File: config.mk
export PLATFORM = sky130hd
export DESIGN_NAME = axi4_write_master
export DESIGN_NICKNAME = d
export VERILOG_FILES = /design/src/rtl/dma_pkg.sv /design/src/rtl/dma_burst_calc.sv /design/src/rtl/axi4_write_master.sv
export SDC_FILE = /design/constraint.sdc
export NUM_CORES = 1
export LEC_CHECK = 0
export BUFFER_PORTS_ARGS = -buffer_cell sky130_fd_sc_hd__clkbuf_2
export CORE_AREA = 3 3 137 139
export DETAILED_ROUTE_END_ITERATION = 10
export DIE_AREA = 0 0 140 142
export GPL_ROUTABILITY_DRIVEN = 1
export PLACE_DENSITY = 0.71
export SYNTH_ARGS = -nofsm -noshare
export SYNTH_HDL_FRONTEND = slang
export SYNTH_SLANG_ARGS = --single-unit
File: constraint.sdc
create_clock -name clk -period 13.7 [get_ports clk]
set_input_delay 2.74 -clock clk [delete_from_list [all_inputs] [get_ports clk]]
set_output_delay 2.74 -clock clk [all_outputs]
set_load 0.05 [all_outputs]
File: src/rtl/dma_pkg.sv
// Shared DMA definitions: AXI encodings, the 4KB boundary size and the
// write-master state encoding. Imported by both DMA masters.
package dma_pkg;

    localparam logic [1:0] AXI_BURST_INCR = 2'b01;
    localparam logic [2:0] AXI_SIZE_4B    = 3'b010;
    localparam logic [1:0] AXI_RESP_OKAY  = 2'b00;

    localparam int unsigned BOUNDARY_4K   = 4096;

    // Write-master states, 3-bit encoding kept stable for existing debug tooling
    typedef enum logic [2:0] {
        IDLE = 3'd0,
        CALC = 3'd1,
        AW   = 3'd2,
        W    = 3'd3,
        B    = 3'd4,
        DONE = 3'd5
    } wm_state_t;

endpackage

File: src/rtl/dma_burst_calc.sv
// Burst sizing: the next burst is the smallest of the bytes still to move,
// the configured maximum burst, and the bytes left before the next 4KB page.
// Purely combinational so both DMA masters can register the result as needed.
module dma_burst_calc
    import dma_pkg::*;
#(
    parameter int unsigned C_MAX_BURST_BYTES = 64
) (
    input  logic [31:0] i_rem,
    input  logic [11:0] i_addr_low,
    output logic [12:0] o_bytes,
    output logic [7:0]  o_awlen
);

    logic [12:0] to_4k;
    logic [12:0] cap;
    logic [10:0] beats_m1;

    // Clamp against the page boundary first, then against the remaining length
    always_comb begin
        to_4k = 13'(BOUNDARY_4K) - {1'b0, i_addr_low};
        cap   = (to_4k < 13'(C_MAX_BURST_BYTES)) ? to_4k : 13'(C_MAX_BURST_BYTES);
        if (i_rem < {19'd0, cap}) begin
            o_bytes = i_rem[12:0];
        end else begin
            o_bytes = cap;
        end
        beats_m1 = o_bytes[12:2] - 11'd1;
        o_awlen  = beats_m1[7:0];
    end

endmodule

File: src/rtl/axi4_write_master.sv
// DMA write-side engine. Pulls 32-bit words from a first-word-fall-through
// FIFO and writes them to memory as AXI4 INCR bursts, one burst outstanding
// at a time, split at the maximum burst size and at 4KB pages.
module axi4_write_master
    import dma_pkg::*;
#(
    parameter int C_M_AXI_ADDR_WIDTH = 32,
    parameter int C_M_AXI_DATA_WIDTH = 32,
    parameter int C_MAX_BURST_BYTES  = 64
) (
    input  logic                              clk,
    input  logic                              reset_n,

    input  logic                              i_start,
    input  logic [C_M_AXI_ADDR_WIDTH-1:0]     i_dst_addr,
    input  logic [31:0]                       i_total_len,
    output logic                              o_write_done,
    output logic                              o_write_err,

    input  logic                              i_fifo_empty,
    input  logic [C_M_AXI_DATA_WIDTH-1:0]     i_fifo_data,
    output logic                              o_fifo_pop,

    output logic [C_M_AXI_ADDR_WIDTH-1:0]     m_axi_awaddr,
    output logic [7:0]                        m_axi_awlen,
    output logic [2:0]                        m_axi_awsize,
    output logic [1:0]                        m_axi_awburst,
    output logic                              m_axi_awvalid,
    input  logic                              m_axi_awready,

    output logic [C_M_AXI_DATA_WIDTH-1:0]     m_axi_wdata,
    output logic [C_M_AXI_DATA_WIDTH/8-1:0]   m_axi_wstrb,
    output logic                              m_axi_wlast,
    output logic                              m_axi_wvalid,
    input  logic                              m_axi_wready,

    input  logic [1:0]                        m_axi_bresp,
    input  logic                              m_axi_bvalid,
    output logic                              m_axi_bready
);

    wm_state_t                         state_q, state_d;
    logic [C_M_AXI_ADDR_WIDTH-1:0]     addr_q, addr_d;
    logic [31:0]                       rem_q, rem_d;
    logic [C_M_AXI_ADDR_WIDTH-1:0]     awaddr_q, awaddr_d;
    logic [7:0]                        awlen_q, awlen_d;
    logic [12:0]                       bytes_q, bytes_d;
    logic [7:0]                        beat_q, beat_d;
    logic                              err_q, err_d;

    logic [12:0]                       calc_bytes;
    logic [7:0]                        calc_awlen;
    logic                              w_hs;

    dma_burst_calc #(
        .C_MAX_BURST_BYTES (C_MAX_BURST_BYTES)
    ) u_burst_calc (
        .i_rem      (rem_q),
        .i_addr_low (addr_q[11:0]),
        .o_bytes    (calc_bytes),
        .o_awlen    (calc_awlen)
    );

    assign w_hs = (state_q == W) && !i_fifo_empty && m_axi_wready;

    // Next-state and datapath updates for the burst sequencer
    always_comb begin
        state_d  = state_q;
        addr_d   = addr_q;
        rem_d    = rem_q;
        awaddr_d = awaddr_q;
        awlen_d  = awlen_q;
        bytes_d  = bytes_q;
        beat_d   = beat_q;
        err_d    = err_q;

        case (state_q)
            IDLE: begin
                if (i_start) begin
                    addr_d  = i_dst_addr & ~C_M_AXI_ADDR_WIDTH'(3);
                    rem_d   = i_total_len & ~32'd3;
                    err_d   = 1'b0;
                    state_d = CALC;
                end
            end
            CALC: begin
                if (rem_q == 32'd0) begin
                    state_d = DONE;
                end else begin
                    awaddr_d = addr_q;
                    awlen_d  = calc_awlen;
                    bytes_d  = calc_bytes;
                    state_d  = AW;
                end
            end
            AW: begin
                if (m_axi_awready) begin
                    addr_d  = addr_q + C_M_AXI_ADDR_WIDTH'(bytes_q);
                    rem_d   = rem_q - 32'(bytes_q);
                    beat_d  = 8'd0;
                    state_d = W;
                end
            end
            W: begin
                if (w_hs) begin
                    beat_d = beat_q + 8'd1;
                    if (beat_q == awlen_q) begin
                        state_d = B;
                    end
                end
            end
            B: begin
                if (m_axi_bvalid) begin
                    if (m_axi_bresp != AXI_RESP_OKAY) begin
                        err_d = 1'b1;
                    end
                    state_d = (rem_q != 32'd0) ? CALC : DONE;
                end
            end
            DONE: begin
                state_d = IDLE;
            end
            default: begin
                state_d = IDLE;
            end
        endcase
    end

    // State registers; reset aborts any transfer in flight without a done pulse
    always_ff @(posedge clk or negedge reset_n) begin
        if (!reset_n) begin
            state_q  <= IDLE;
            addr_q   <= '0;
            rem_q    <= '0;
            awaddr_q <= '0;
            awlen_q  <= '0;
            bytes_q  <= '0;
            beat_q   <= '0;
            err_q    <= 1'b0;
        end else begin
            state_q  <= state_d;
            addr_q   <= addr_d;
            rem_q    <= rem_d;
            awaddr_q <= awaddr_d;
            awlen_q  <= awlen_d;
            bytes_q  <= bytes_d;
            beat_q   <= beat_d;
            err_q    <= err_d;
        end
    end

    assign m_axi_awaddr  = awaddr_q;
    assign m_axi_awlen   = awlen_q;
    assign m_axi_awsize  = AXI_SIZE_4B;
    assign m_axi_awburst = AXI_BURST_INCR;
    assign m_axi_awvalid = (state_q == AW);

    assign m_axi_wvalid  = (state_q == W) && !i_fifo_empty;
    assign m_axi_wdata   = (state_q == W) ? i_fifo_data : '0;
    assign m_axi_wstrb   = (state_q == W) ? {(C_M_AXI_DATA_WIDTH/8){1'b1}} : '0;
    assign m_axi_wlast   = (state_q == W) && (beat_q == awlen_q);
    assign o_fifo_pop    = w_hs;

    assign m_axi_bready  = (state_q == B);

    assign o_write_done  = (state_q == DONE);
    assign o_write_err   = err_q;

endmodule
# == Yosys cells after proc, flatten, opt, wreduce, memory -nomap -nowiden ==
# Cells that the tools add are included.
# word_totals
regBits,129
latch_bits,0
ramBits,0
rom_bits,0
in_bits,105
out_inout_bits,88
elab_cells,69
n_memories,0
# classes
n_addsub,5
multipliers,0
div,0
order_cmp,2
n_eq_ne,12
shift,0
muxes,25
bitwise,1
reduce_logical,16
# op_table
op,count
$mux W32,5
$pmux W32 S2,2
$add A32 B13 Y32,1
$logic_not A32 Y1,1
$lt A32 B13 Y1,1
$reduce_bool A32 Y1,1
$sub A32 B13 Y32,1
$mux W13,2
$mux W3,7
$mux W8,2
$pmux W8 S2,1
$pmux W3 S5,1
$lt A13 B7 Y1 const B,1
$sub A13 B12 Y13 const A,1
$add A8 B1 Y8 const B,1
$eq A8 B8 Y1,1
$reduce_bool A2 Y1,4
$sub A8 B1 Y8 const B,1
$eq A3 B2 Y1 const B,2
$eq A3 B3 Y1 const B,2
$ne A2 B1 Y1 const B,3
$ne A2 B2 Y1 const B,3
$reduce_and A3 Y1,2
$reduce_and A5 Y1,1
other kinds (10),14

# == Depth between registers and ports, before layout ==
# logic_depth
depth_word,6
depth_mapped,19
mapped_depth_nobuf,19

# == Cells and area by module ==
# Synthesis repeated with hierarchy kept, for this count alone.
# unflattened
cells_unflattened,1039
area_unflattened_um2,9038.7
# by_module_without_submodules
module,instances,cells_each,area_each_um2,seq_area_each_um2
axi4_write_master,1,897,8075.2,3228.1
dma_burst_calc,1,142,963.4,0.0

# == Least setup slack after synthesis ==
# Ideal clock, no wire load.
# synth_timing
path_type,input-to-output
start,input i_fifo_empty
end,output o_fifo_pop
arrival_ns,3.696
required_time_ns,10.960
slack_ns,7.264
cell_stages,2
n_path_buf,0
cell_sequence,nand2b_1 > nor2_1
# synth_between
elab_chain_cells,3
# synth_lines
item,line,rtl
"start, declared",axi4_write_master.sv:20,"input logic i_fifo_empty,"
$logic_not A1 Y1,axi4_write_master.sv:64,assign w_hs = (state_q == W) && !i_fifo_empty && m_axi_wready;
$logic_and A1 B1 Y1 (2 in a row),axi4_write_master.sv:64,
"end, declared",axi4_write_master.sv:22,"output logic o_fifo_pop,"
# Every way passes these cells.

# == Worst setup path after layout ==
# Ends and elaborated chain as after synthesis.

==> results.md <==
- Kind of end point of the critical path: primary output
- Mean cell area of the mapped netlist: 8.254 um^2
- Final setup violating endpoints: 0
- Post-CTS clock slew at the launch and capture registers of the worst setup and hold paths: around 0.060 ns
- Critical hold path startpoint: m_axi_awaddr[4]
- Met2 track demand over resource: 0.4059
- Number of nets in the final layout: 1360
- Worst Max-Slew Pin Slew: about 1.1 ns
- Yosys warnings: 0
- Critical R2R Capture: m_axi_awlen[4]
- Clock latency on the worst-skew pair: 0.43 ns
- DRC Markers: 0
- Result of the run: complete, no violations
- Antenna violation net count after detailed routing: 0
- Clock tree from TritonCTS: yes
- 1st-pass router iterations: 5
- Synth Flop Type: dfrtp_1
- GPL Wtd Cong: 0.8877
- Top cell family by delay on the critical path: simple AND/OR/NAND/NOR gates
- Count of flip-flops with a built-in enable after synthesis: 0
- Slew margin rel.: 0.2723
- Wire length of the first global-routing pass: 40740 um
- Final min period: 6.426 ns
- Buffer depth of the longest clock path: 2
- Commonest non-fill, non-tap cells in the layout: 182 x clkbuf_2, 164 x nand2_1, 129 x dfrtp_1
- Part of the cycle the worst path needs: 0.4690
- M1 GR Usage: 0.3439
- Final slew viol count: 0
- Antenna diodes: 0
- Drt first-iter violations: 563
- Critical path's largest stage delay: between 0.3 and 0.4 ns
- Cell leakage power: 4.840 nW
- Required @ worst endpoint: 10.96 ns
- Die Y-Extent: 142 um
- Number of global-route vias before repair: between 7000 and 8000
- Timing startpoint of the critical path: i_fifo_empty
- Power Density: about 260 mW/mm^2
- Met3 routing resource usage after global routing: 0.04805
- Pwr Total: 2.728 mW
- Fillcell total: 1661
- Number of placed I/O pins: 193
- Total wire length: 24920 um
- Crit path top cell by count: clkbuf_2
- Antenna violations before repair: 0
- Worst hold endpoint: m_axi_awaddr[4]
- Via density per instance: 5.797
- # rows: 49
- Area growth from synthesis to layout: 19.71%
- Number of instances in the synthesized netlist: 1056
- Port-buffer cells: ~180
- Maximum fanout count along the critical path: 7
- Worst voltage drop across the vdd grid: 0.0001396 V
- Clock root buffer: clkbuf_16
- Worst setup path class: in2out
- Quantity of gates resized following cts: 0
- Arrival time at the worst endpoint: 3.69 ns
- Largest net degree at the start of global routing: 76
- Count of maximum capacitance violations: 0
- Initial Util: 0.4902
- Number of placed instances with taps included: 1422
- Clock sink count: around 130
- Core Footprint: 0.01778 mm^2
- Core utilization of the finished layout: 0.5868
- Max stage delay cell, worst path: clkbuf_2
- Worst setup skew after layout: 0.009380 ns
- Element type at the critical path start: input pin
- Path type of the worst min-delay path: reg2reg
- Most common cell after layout, fill and taps aside: clkbuf_2
- Maximum clock frequency: 0.1556 GHz
- Crit path cell chain: clkbuf_2 -> nand2b_1 -> nor2_1 -> clkbuf_2
- Count of placed standard cells in the final layout, fillers left out: 1454
- Distinct cell type count of the synthesized netlist: 71
- Number of cells on the worst hold path: 2
- Area of combinational cells with multiple inputs: 0.005146 mm^2
- Number of setup buffers added after CTS: 0
- Syn Std Cell Area: 0.008716 mm^2
- Total gr overflow: 0
- Die Wd: 140 um
- Count of H-tree levels built during CTS: 4
- Unrepaired setup endpoints after global routing: no
- FF-to-FF setup slack: approximately 7.7 ns
- Worst path bufs/invs: 2
- Layout cell share with drive strength beyond 1: 0.2024
- Number of synthesized register bits: around 130
- All-layer global routing usage: 0.2491
- Number of vias after detailed routing: between 8000 and 9000
- GRT Max-Usage Layer: met2
- Synth async-reset ratio: 1.000
- Clock buffers created by TritonCTS: 17
- Count of hold buffers inserted by post-cts repair: 0
- Worst reg2reg path depth: 18
- Area occupied by registers: 0.003228 mm^2
- Final hold vios: 0
- Reg-to-Reg Start: addr_q[0]
- Portion of the post-synthesis area used by sequential elements: 0.3704
- Final-layout setup total negative slack: 0 ns
- Die footprint: 0.01988 mm^2
- Wire length per cell after detailed routing: 17.14 um
- Hpwl dp: 17100 um
[sequential cells by signal, summed over array words and instances (netlist names)]
signal	flops
m_axi_awaddr	32
bytes_q	13
rem_q	32
m_axi_awlen	8
o_write_err	1
beat_q	8
addr_q	32
state_q	3
[metal layers]
metal / vias to the layer above / share of wire
met1: 3970 / 0.44
met5: - / 0
li1: 4109 / -
met4: 0 / 0.018
met2: 313 / 0.47
met3: 37 / 0.068
[final cells by class]
class                   instances  share of cell area
inverters                      33             0.01187
well taps                     229             0.02746
clock inverters                12             0.01955
clock buffers                  20             0.04473
flip-flops and latches        129              0.3094
multi-input cells             840              0.4932
repair buffers                191             0.09378
[through the flow]
stage,area [um^2],setup WS [ns],hold slack [ns]
6_report,10430,7.274,0.4708
5_1_grt,10430,7.192,0.4935
4_1_cts,10430,7.270,0.4767
3_5_place_dp,9763,7.270,0.4621
3_3_place_gp,9763,7.260,0.4600
2_1_floorplan,8750,7.264,0.4677
[worst min-delay path: stages, from the launching register on]
cell and delay (ns):
dfrtp_1 0.34, nand2_1 0.05, nand2_1 0.05
[cell usage after synthesis, drive strengths merged (12+ instances only)]
| cell | n | area [um^2] |
|---|---|---|
| a211oi | 26 | 195.2 |
| a21o | 14 | 105.1 |
| a21oi | 60 | 300.3 |
| a311oi | 14 | 122.6 |
| and2 | 39 | 245.2 |
| and3 | 18 | 112.6 |
| buf | 20 | 113.9 |
| clkbuf | 43 | 161.4 |
| dfrtp | 129 | 3228 |
| ha | 41 | 513.0 |
| inv | 31 | 116.4 |
| nand2 | 165 | 619.3 |
| nand3 | 53 | 265.3 |
| nand4 | 18 | 112.6 |
| nor2 | 65 | 246.5 |
| nor3 | 47 | 235.2 |
| nor4 | 16 | 106.4 |
| o21a | 12 | 90.09 |
| o21ai | 68 | 340.3 |
| or3 | 28 | 175.2 |
| xnor2 | 13 | 113.9 |
| xor2 | 22 | 192.7 |
[kinds of logic after synthesis]
family,share of synthesized area
other,0.0008616
buffers and inverters,0.04579
AOI/OAI and AO/OA,0.1965
and+or+nand+nor,0.2720
DFF,0.3704
muxes,0.01579
xor gates and xnor gates,0.03517
adders and majority gates,0.06345
[power by group]
| group | switching [mW] | total [mW] | internal (mW) | leakage, nW |
|---|---|---|---|---|
| Clock | 0.176 | 0.514 | 0.338 | 0.319 |
| Sequential | 0.206 | 0.749 | 0.543 | 1.58 |
| Combinational | 0.991 | 1.46 | 0.474 | 2.94 |
| Total | 1.37 | 2.73 | 1.35 | 4.84 |
[how the worst max path moves through the flow]
stage / to / cells after the start
6_report: o_fifo_pop / 4
5_1_grt: o_fifo_pop / 4
4_1_cts: o_fifo_pop / 4
3_5_place_dp: o_fifo_pop / 4
3_3_place_gp: o_fifo_pop / 4
2_1_floorplan: o_fifo_pop / 2
No activity file was read; power rests on OpenSTA's default activity.
